[config.mk]
export PLATFORM = sky130hd
export DESIGN_NAME = conv_gemm_tile_sequencer
export DESIGN_NICKNAME = d
export VERILOG_FILES = /design/src/rtl/conv_gemm_tile_sequencer.sv
export SDC_FILE = /design/constraint.sdc
export NUM_CORES = 2
export LEC_CHECK = 0
export BUFFER_PORTS_ARGS = -buffer_cell sky130_fd_sc_hd__buf_4
export CAP_MARGIN = 10
export CORE_MARGIN = 5
export CORE_UTILIZATION = 35
export DETAILED_ROUTE_END_ITERATION = 12
export MAX_ROUTING_LAYER = met4
export SYNTH_ARGS = -nofsm -noshare
export SYNTH_HDL_FRONTEND = slang
export SYNTH_SLANG_ARGS = --single-unit
[constraint.sdc]
create_clock -name clk -period 9.45 [get_ports clk]
set_clock_uncertainty 0.1 [all_clocks]
set_input_delay 0.945 -clock clk [delete_from_list [all_inputs] [get_ports clk]]
set_output_delay 0.945 -clock clk [all_outputs]
set_load 0.02 [all_outputs]
[src/rtl/conv_gemm_tile_sequencer.sv]
// conv_gemm_tile_sequencer
//   Runtime-configurable tile scheduler for im2col convolution GEMMs,
//   C[MxN] = A[MxK] * B[KxN]. A layer config is accepted through a cfg
//   handshake. The GEMM is then walked in SA_N x SA_N x SA_N tiles with k
//   innermost, then n, then m. One command is issued per tile: element
//   addresses, clipped edge extents, and first-k/last-k accumulator flags.
//
// Handshakes (both channels): a transfer happens on a rising clk edge where
//   valid & ready are both high. cfg_ready is high only in IDLE. tile_valid,
//   once raised, stays high and every tile_* output holds stable until
//   tile_ready is seen.
//
// Ports
//   clk, rst                  clock, synchronous active-high reset
//   cfg_valid/cfg_ready       layer config handshake
//   cfg_m/k/n                 GEMM dimensions (a zero dimension is rejected with err)
//   cfg_a/b/c_base            row-major base element addresses
//   tile_valid/tile_ready     tile command handshake
//   tile_a/b/c_addr           tile origin addresses (wrap modulo 2^ADDR_W)
//   tile_rows/cols/depth      clipped extents, each in 1..SA_N
//   tile_first_k/last_k       clear accumulators / write back C tile
//   busy, done, err           status; done and err are one-cycle pulses
//   dbg_state                 current FSM state, for checkers
//   perf_stall_cycles         stall counter (only with PERF_CNT_EN)
//
// Optional feature: define PERF_CNT_EN to add perf_stall_cycles. This counts
//   cycles with tile_valid & !tile_ready and saturates at 2^32-1. It clears on
//   cfg acceptance and on rst.
module conv_gemm_tile_sequencer #(
  parameter int SA_N   = 64,
  parameter int M_W    = 16,
  parameter int K_W    = 12,
  parameter int N_W    = 10,
  parameter int ADDR_W = 32
) (
  input  logic                     clk,
  input  logic                     rst,
  input  logic                     cfg_valid,
  output logic                     cfg_ready,
  input  logic [M_W-1:0]           cfg_m,
  input  logic [K_W-1:0]           cfg_k,
  input  logic [N_W-1:0]           cfg_n,
  input  logic [ADDR_W-1:0]        cfg_a_base,
  input  logic [ADDR_W-1:0]        cfg_b_base,
  input  logic [ADDR_W-1:0]        cfg_c_base,
  output logic                     tile_valid,
  input  logic                     tile_ready,
  output logic [ADDR_W-1:0]        tile_a_addr,
  output logic [ADDR_W-1:0]        tile_b_addr,
  output logic [ADDR_W-1:0]        tile_c_addr,
  output logic [$clog2(SA_N):0]    tile_rows,
  output logic [$clog2(SA_N):0]    tile_cols,
  output logic [$clog2(SA_N):0]    tile_depth,
  output logic                     tile_first_k,
  output logic                     tile_last_k,
  output logic                     busy,
  output logic                     done,
  output logic                     err,
  output logic [1:0]               dbg_state
`ifdef PERF_CNT_EN
  , output logic [31:0]            perf_stall_cycles
`endif
);

  localparam int EXT_W = $clog2(SA_N) + 1;
  localparam logic [M_W-1:0]   SA_M   = M_W'(SA_N);
  localparam logic [N_W-1:0]   SA_NN  = N_W'(SA_N);
  localparam logic [K_W-1:0]   SA_K   = K_W'(SA_N);
  localparam logic [EXT_W-1:0] SA_EXT = EXT_W'(SA_N);

  typedef enum logic [1:0] {
    S_IDLE  = 2'd0,
    S_ISSUE = 2'd1,
    S_DONE  = 2'd2
  } state_t;

  state_t state_q, state_d;

  // Captured layer config, immutable until the next acceptance in IDLE.
  logic [M_W-1:0]    m_q;
  logic [K_W-1:0]    k_q;
  logic [N_W-1:0]    n_q;
  logic [ADDR_W-1:0] a_base_q, b_base_q, c_base_q;

  // Origin of the tile currently presented on tile_*.
  logic [M_W-1:0] m0_q;
  logic [N_W-1:0] n0_q;
  logic [K_W-1:0] k0_q;

  logic accept, cfg_zero, start, fire;
  logic last_k, last_n, last_m, final_tile;

  // Next tile origin plus the config it is evaluated against. In IDLE the
  // source is the live cfg inputs, so tile0 is registered on acceptance.
  logic [M_W-1:0]    nm, src_m, rem_m;
  logic [N_W-1:0]    nn, src_n, rem_n;
  logic [K_W-1:0]    nk, src_k, rem_k;
  logic [ADDR_W-1:0] src_a, src_b, src_c;
  logic [ADDR_W-1:0] nxt_a, nxt_b, nxt_c;
  logic [EXT_W-1:0]  nxt_rows, nxt_cols, nxt_depth;
  logic              nxt_first, nxt_last;

  assign accept   = (state_q == S_IDLE) && cfg_valid;
  assign cfg_zero = (cfg_m == '0) || (cfg_k == '0) || (cfg_n == '0);
  assign start    = accept && !cfg_zero;
  assign fire     = tile_valid && tile_ready;

  assign last_k     = ({1'b0, k0_q} + {1'b0, SA_K})  >= {1'b0, k_q};
  assign last_n     = ({1'b0, n0_q} + {1'b0, SA_NN}) >= {1'b0, n_q};
  assign last_m     = ({1'b0, m0_q} + {1'b0, SA_M})  >= {1'b0, m_q};
  assign final_tile = (state_q == S_ISSUE) && last_k && last_n && last_m;

  always_comb begin
    nm    = m0_q;
    nn    = n0_q;
    nk    = k0_q;
    src_m = m_q;
    src_n = n_q;
    src_k = k_q;
    src_a = a_base_q;
    src_b = b_base_q;
    src_c = c_base_q;
    if (state_q == S_IDLE) begin
      nm    = '0;
      nn    = '0;
      nk    = '0;
      src_m = cfg_m;
      src_n = cfg_n;
      src_k = cfg_k;
      src_a = cfg_a_base;
      src_b = cfg_b_base;
      src_c = cfg_c_base;
    end else if (last_k) begin
      nk = '0;
      if (last_n) begin
        nn = '0;
        nm = last_m ? '0 : m0_q + SA_M;
      end else begin
        nn = n0_q + SA_NN;
      end
    end else begin
      nk = k0_q + SA_K;
    end

    rem_m     = src_m - nm;
    rem_n     = src_n - nn;
    rem_k     = src_k - nk;
    nxt_rows  = (rem_m >= SA_M)  ? SA_EXT : EXT_W'(rem_m);
    nxt_cols  = (rem_n >= SA_NN) ? SA_EXT : EXT_W'(rem_n);
    nxt_depth = (rem_k >= SA_K)  ? SA_EXT : EXT_W'(rem_k);
    nxt_first = (nk == '0);
    nxt_last  = ({1'b0, nk} + {1'b0, SA_K}) >= {1'b0, src_k};
    // Products are formed at ADDR_W and wrap silently.
    nxt_a = src_a + ADDR_W'(nm) * ADDR_W'(src_k) + ADDR_W'(nk);
    nxt_b = src_b + ADDR_W'(nk) * ADDR_W'(src_n) + ADDR_W'(nn);
    nxt_c = src_c + ADDR_W'(nm) * ADDR_W'(src_n) + ADDR_W'(nn);
  end

  always_comb begin
    state_d = state_q;
    case (state_q)
      S_IDLE:  if (start) state_d = S_ISSUE;
      S_ISSUE: if (fire && final_tile) state_d = S_DONE;
      S_DONE:  state_d = S_IDLE;
      default: state_d = S_IDLE;
    endcase
  end

  always_ff @(posedge clk) begin
    if (rst) state_q <= S_IDLE;
    else     state_q <= state_d;
  end

  always_ff @(posedge clk) begin
    if (rst) begin
      m_q          <= '0;
      k_q          <= '0;
      n_q          <= '0;
      a_base_q     <= '0;
      b_base_q     <= '0;
      c_base_q     <= '0;
      m0_q         <= '0;
      n0_q         <= '0;
      k0_q         <= '0;
      tile_valid   <= 1'b0;
      tile_a_addr  <= '0;
      tile_b_addr  <= '0;
      tile_c_addr  <= '0;
      tile_rows    <= '0;
      tile_cols    <= '0;
      tile_depth   <= '0;
      tile_first_k <= 1'b0;
      tile_last_k  <= 1'b0;
      err          <= 1'b0;
    end else begin
      err <= accept && cfg_zero;
      if (start) begin
        m_q      <= cfg_m;
        k_q      <= cfg_k;
        n_q      <= cfg_n;
        a_base_q <= cfg_a_base;
        b_base_q <= cfg_b_base;
        c_base_q <= cfg_c_base;
      end
      if (start || (fire && !final_tile)) begin
        m0_q         <= nm;
        n0_q         <= nn;
        k0_q         <= nk;
        tile_valid   <= 1'b1;
        tile_a_addr  <= nxt_a;
        tile_b_addr  <= nxt_b;
        tile_c_addr  <= nxt_c;
        tile_rows    <= nxt_rows;
        tile_cols    <= nxt_cols;
        tile_depth   <= nxt_depth;
        tile_first_k <= nxt_first;
        tile_last_k  <= nxt_last;
      end else if (fire && final_tile) begin
        tile_valid <= 1'b0;
      end
    end
  end

`ifdef PERF_CNT_EN
  always_ff @(posedge clk) begin
    if (rst || start) perf_stall_cycles <= '0;
    else if (tile_valid && !tile_ready && (perf_stall_cycles != 32'hFFFF_FFFF))
      perf_stall_cycles <= perf_stall_cycles + 32'd1;
  end
`endif

  assign cfg_ready = (state_q == S_IDLE);
  assign busy      = (state_q != S_IDLE);
  assign done      = (state_q == S_DONE);
  assign dbg_state = state_q;

endmodule

After elaboration in Yosys (flattened, before gate mapping)

Index checks and enable logic that the tools add are counted.

Flip-flop bits (word level): 295
Input bits: 138
Output and inout bits: 126
Word-level logic and storage cells: 95

Add/sub/neg operators: 16
Multipliers: 3
Magnitude comparators: 7
Equal/unequal tests: 4
Muxes and demuxes: 23
Reduce and logical (&&, ||, !) cells: 22

Operator list:

| kind                                                                                 | number |
|---|---|
| 32-bit two-way mux                                                                   | 3 |
| 16-bit two-way mux                                                                   | 5 |
| 32-bit by 10-bit adder with 32-bit output                                            | 2 |
| 10-bit two-way mux                                                                   | 4 |
| 12-bit two-way mux                                                                   | 3 |
| 32-bit by 12-bit adder with 32-bit output                                            | 1 |
| 32-bit by 22-bit adder with 32-bit output                                            | 1 |
| 32-bit by 26-bit adder with 32-bit output                                            | 1 |
| 32-bit by 28-bit adder with 32-bit output                                            | 1 |
| 16-bit by 12-bit multiplier with 28-bit output                                       | 1 |
| 12-bit by 7-bit adder with 13-bit output, second input constant                      | 2 |
| 13-bit by 12-bit greater-or-equal comparator with 1-bit output                       | 2 |
| 16-bit by 10-bit multiplier with 26-bit output                                       | 1 |
| 12-bit zero test                                                                     | 2 |
| 12-bit by 10-bit multiplier with 22-bit output                                       | 1 |
| 7-bit two-way mux                                                                    | 3 |
| 16-bit by 7-bit adder with 17-bit output, second input constant                      | 1 |
| 17-bit by 16-bit greater-or-equal comparator with 1-bit output                       | 1 |
| 16-bit by 7-bit adder with 16-bit output, second input constant                      | 1 |
| 16-bit by 7-bit greater-or-equal comparator with 1-bit output, second input constant | 1 |
| 16-bit zero test                                                                     | 1 |
| 16-bit subtractor                                                                    | 1 |
| 12-bit by 7-bit adder with 12-bit output, second input constant                      | 1 |
| 12-bit by 7-bit greater-or-equal comparator with 1-bit output, second input constant | 1 |
| other kinds (19)                                                                     | 34 |

Depth between registers and ports, before layout

Depth in word-level cells: 9
Mapped depth: 39
Depth with buffers taken out: 38

Worst setup path after synthesis

OpenSTA, ideal clock, no wires.

Kind: flip-flop to flip-flop
From: register m0_q[8]
To: register tile_a_addr[30]
Setup time: 74 ps
Arrival: 8500 ps
Required time: 9276 ps
Slack: 776 ps
Stages on the path, launching flop included: 35
Path buffers: 2
Clock period less this slack: 8674 ps
Cell sequence: dfxtp_1 and3_1 and3_1 nand3_1 xnor2_1 ha_1 nor2b_1 a311oi_1 nand3_1 o21a_1 a21oi_1 and2_1 clkbuf_1 clkbuf_1 nand2_1 fa_1 fa_1 inv_1 fa_1 fa_1 fa_1 inv_1 fa_1 inv_1 ha_1 o21ai_0 o21ai_0 o211ai_1 o31ai_4 a211oi_1 o31a_1 nand2b_1 a211o_1 or4b_1 a31oi_1

Longest elaborated chain between the ends: 9
Elaborated cells on any way between the ends: 14
Those cells by class: 4 x add/sub; 1 x mul; 1 x order compare; 4 x mux; 4 x reduce/logical

Ends and longest elaborated chain:

| item                                                           | line | text |
|---|---|---|
| start, declared                                                | 86   | `logic [M_W-1:0] m0_q;` |
| start signal, assigned                                         | 206  | `m0_q <= nm;` |
| 16-bit by 7-bit adder with 17-bit output                       | 110  | `assign last_m = ({1'b0, m0_q} + {1'b0, SA_M}) >= {1'b0, m_q};` |
| 17-bit by 16-bit greater-or-equal comparator with 1-bit output | 110  |  |
| 16-bit two-way mux                                             | 137  | `nm = last_m ? '0 : m0_q + SA_M;` |
| 16-bit two-way mux                                             | 135  | `if (last_n) begin` |
| 16-bit two-way mux                                             | 133  | `end else if (last_k) begin` |
| 16-bit two-way mux                                             | 123  | `if (state_q == S_IDLE) begin` |
| 16-bit by 12-bit multiplier with 28-bit output                 | 154  | `nxt_a = src_a + ADDR_W'(nm) * ADDR_W'(src_k) + ADDR_W'(nk);` |
| 32-bit by 28-bit adder with 32-bit output                      | 154  |  |
| 32-bit by 12-bit adder with 32-bit output                      | 154  |  |
| end signal, assigned                                           | 210  | `tile_a_addr <= nxt_a;` |
| end, declared                                                  | 48   | `output logic [ADDR_W-1:0] tile_a_addr,` |

Several ways; a longest one is shown, not always the timed one.
A chain may end at the register's enable or synchronous reset.

Final worst setup path

Same ends and word-level chain as after synthesis.

==> results.py <==
metrics = {
    "run_status": {
        "status": "complete, no violations",
    },
    "detailed_routing": {
        "vias": 28929,
        "routedWlPerCell_um": 19.9,
        "drc_errors": 0,
        "routed_wl_mm": 114,
        "final_antenna_net_count": 0,
        "avgViaCountPerCell": 5.07,
        "dr.first_iter.drc_count": 1982,
        "drt_first_pass_iters": 5,
    },
    "clocking": {
        "numCtsBuffers": 39,
        "cts.sinks": 295,
        "clk_pin_slew_worst_paths_ns": 0.06,
        "cts_tree": "done",
        "root_buffer": "clkbuf_16",
        "clock_latency_ns": 0.60,
        "htree_num_levels": 2,
        "hold_buffers": 0,
        "clockBufferDepth": 3,
    },
    "grt": {
        "overflow": 0,
        "grt_util_all_layers_pct": 22.8,
        "grt_max_degree": 135,
        "grt_pass1_vias": 28984,
        "grt_pass1_wl_mm": 176,
        "antenna_found_initial": 3,
    },
    "worst_setup_path": {
        "critPathBufInv": 5,
        "crit_arrival_ns": 9.39,
        "setup.worst_path.end_class": "flip-flop",
        "reg2reg_to": "tile_a_addr[30]",
        "crit_slowest_cell": "fa_1",
        "rrSetupSlack_ns": 0.47,
        "reg2reg_from": "m0_q[8]",
        "start_kind": "flip-flop",
        "worst-path-max-fanout": 7,
        "r2r_cells": 34,
        "slowest_delay_ns": 0.61,
        "cpLargestDelayFamily": "adder cells",
        "crit_top_cell": "fa_1",
        "worstPathRequired_ns": 9.86,
        "crit_type": "reg -> reg",
    },
    "power": {
        "powerDensity_nw_per_um2": 124,
        "ir_drop_v": 0.000113,
        "leakagePower_nw": 18.8,
    },
    "placement": {
        "routabilityCongestion": 0.952,
        "dp_hpwl_mm": 90.6,
        "io_buffers": 263,
    },
    "job": {
        "maxCapViolations": 0,
    },
    "yosys": {
        "syn-num-nets": 5051,
        "syn-cell-area_um2": 33300,
        "synth_async_sr_flop_share_pct": 0,
        "synth_area_per_cell_um2": 8.00,
        "yosys.cell_types.count": 80,
        "synth_edf_count": 0,
        "synth.ff_latch_count": 295,
        "ys_seq_area_share_pct": 17.7,
        "synth_ff_type": "dfxtp_1",
        "ys.warnings.count": 0,
        "syn_inst": 4162,
    },
    "floorplanning": {
        "core_region_area_um2": 94700,
        "die_y_um": 318,
        "ios": 264,
        "fp.dieW_um": 318,
        "fp.dieArea_um2": 101000,
        "initial_core_util_pct": 35.1,
        "num_rows": 113,
    },
    "sta": {
        "hold_ws_ns": 0.340,
        "drv_slew": 0,
        "tns_ns": 0,
        "rsz0062_at_grt": "no",
        "period_needed_ns": 8.98,
        "max_freq_ghz": 0.111,
        "finalHoldViolations": 0,
        "slew-limit-headroom_pct": 13.3,
        "timing.final.crit_share_pct": 95.0,
        "worstMarginPinSlew_ns": 1.29,
        "setup_viol": 0,
    },
    "final_layout": {
        "syn_to_final_growth_pct": 15.9,
        "layout_commonest_cell": "nand2_1",
        "final_cell_mix": "983 x nand2_1, 600 x inv_1, 437 x fa_1",
        "drive_gt1_share_pct": 11.4,
        "fin_nets": 5300,
    },
    "min_path": {
        "min_to": "tile_rows[4]",
        "min_path_type": "reg -> reg",
        "hold_depth": 2,
        "hp-start": "tile_rows[4]",
    },
}
==> Yosys cell counts (all sizes together), types with 6 or more instances <==
master	n	area, µm²
nor2	315	1190
o211ai	11	82.6
nor4	24	180
xnor2	65	569
nand4	8	50.1
mux2i	59	591
a22o	11	96.3
a31oi	10	62.6
buf	35	164
xor2	39	342
or3	14	87.6
and3	17	106
a21boi	7	52.6
a21oi	324	1630
o21bai	9	67.6
and2	27	169
inv	608	2280
nand2	983	3690
nand3	33	165
a211oi	34	265
o21a	16	120
clkinv	8	30.0
clkbuf	149	559
nor3	24	120
fa	437	8750
nor2b	21	131
a32o	8	80.1
o31ai	6	68.8
ha	314	3930
dfxtp	295	5910
a2111oi	6	71.3
o21ai	107	536
a21o	44	330
nand2b	16	100
a211o	9	78.8
==> tightest hold or removal path, stage by stage, from the launching register on <==
cell	delay, ns
dfxtp_1	0.31
nand2_1	0.05
nand2_1	0.04
==> sequential cells by signal, summed over array words and instances, names as in the netlist, 10 cells and up <==
register / count
a_base_q: 32
b_base_q: 32
c_base_q: 32
tile_a_addr: 32
tile_b_addr: 32
tile_c_addr: 32
m0_q: 16
m_q: 16
k0_q: 12
k_q: 12
n0_q: 10
n_q: 10
==> per-layer routing <==
layer,GRT usage (%),share of wire (%)
met5,-,0
met4,8.01,4.2
met3,4.09,6.7
met2,35.2,45
met1,30.4,44
==> per-stage QoR <==
stage | utilization (%) | instance area [µm²] | power [mW] | setup slack, ns | instances
floorplan | - | 33300 | 2.58 | 0.776 | 4162
global placement | 39.2 | 37100 | 3.22 | 0.281 | 5631
detailed placement | 39.2 | 37100 | 3.23 | 0.156 | 5631
CTS | 40.6 | 38500 | 4.85 | 0.119 | 5701
global route | 40.7 | 38600 | 5.11 | 0.00213 | 5707
finish | 40.7 | 38600 | 4.80 | 0.471 | 5707
==> power breakdown <==
| group | internal, mW | switching, mW |
|---|---|---|
| clock network | 0.952 | 0.633 |
| registers | 1.35 | 0.0629 |
| logic | 0.663 | 1.14 |
==> cell families (layout without fill, tap and decap cells) <==
logic type                 Yosys count  after routing  share of synthesized area, %
AOI/OAI and AO/OA                  642            642                          11.8
xor gates and xnor gates           105            105                          2.80
adders and majority gates          751            751                          38.1
buffers and inverters              800           1078                          9.12
DFF                                295            295                          17.7
muxes                               60             60                          1.81
other                                0              2                             0
and+or+nand+nor                   1509           1509                          18.6
==> area by class of cell <==
class                   count  area (µm²)
well taps                1265        1580
clock inverters            15         221
repair buffers            392        2980
multi-input cells        3067       24400
inverters                 616        2320
clock buffers              55        1140
flip-flops and latches    295        5910
fillers                  9713       56100
diodes                      2        5.00
==> worst max-delay path by stage <==
stage,from,end,cells after the start
floorplan,m0_q[8],tile_a_addr[30],34
global placement,m0_q[8],tile_a_addr[30],35
detailed placement,m0_q[8],tile_a_addr[30],34
CTS,m0_q[8],tile_a_addr[30],34
global route,m0_q[8],tile_a_addr[30],37
finish,m0_q[8],tile_a_addr[30],34
==> what timing repair did <==
item | in CTS | in global routing
gates resized for setup | 0 | 23
setup endpoints to repair | 0 | 16
setup buffers | 0 | 4
hold endpoints to repair | 0 | 0
Note: power is estimated with default switching activity, not from simulation.
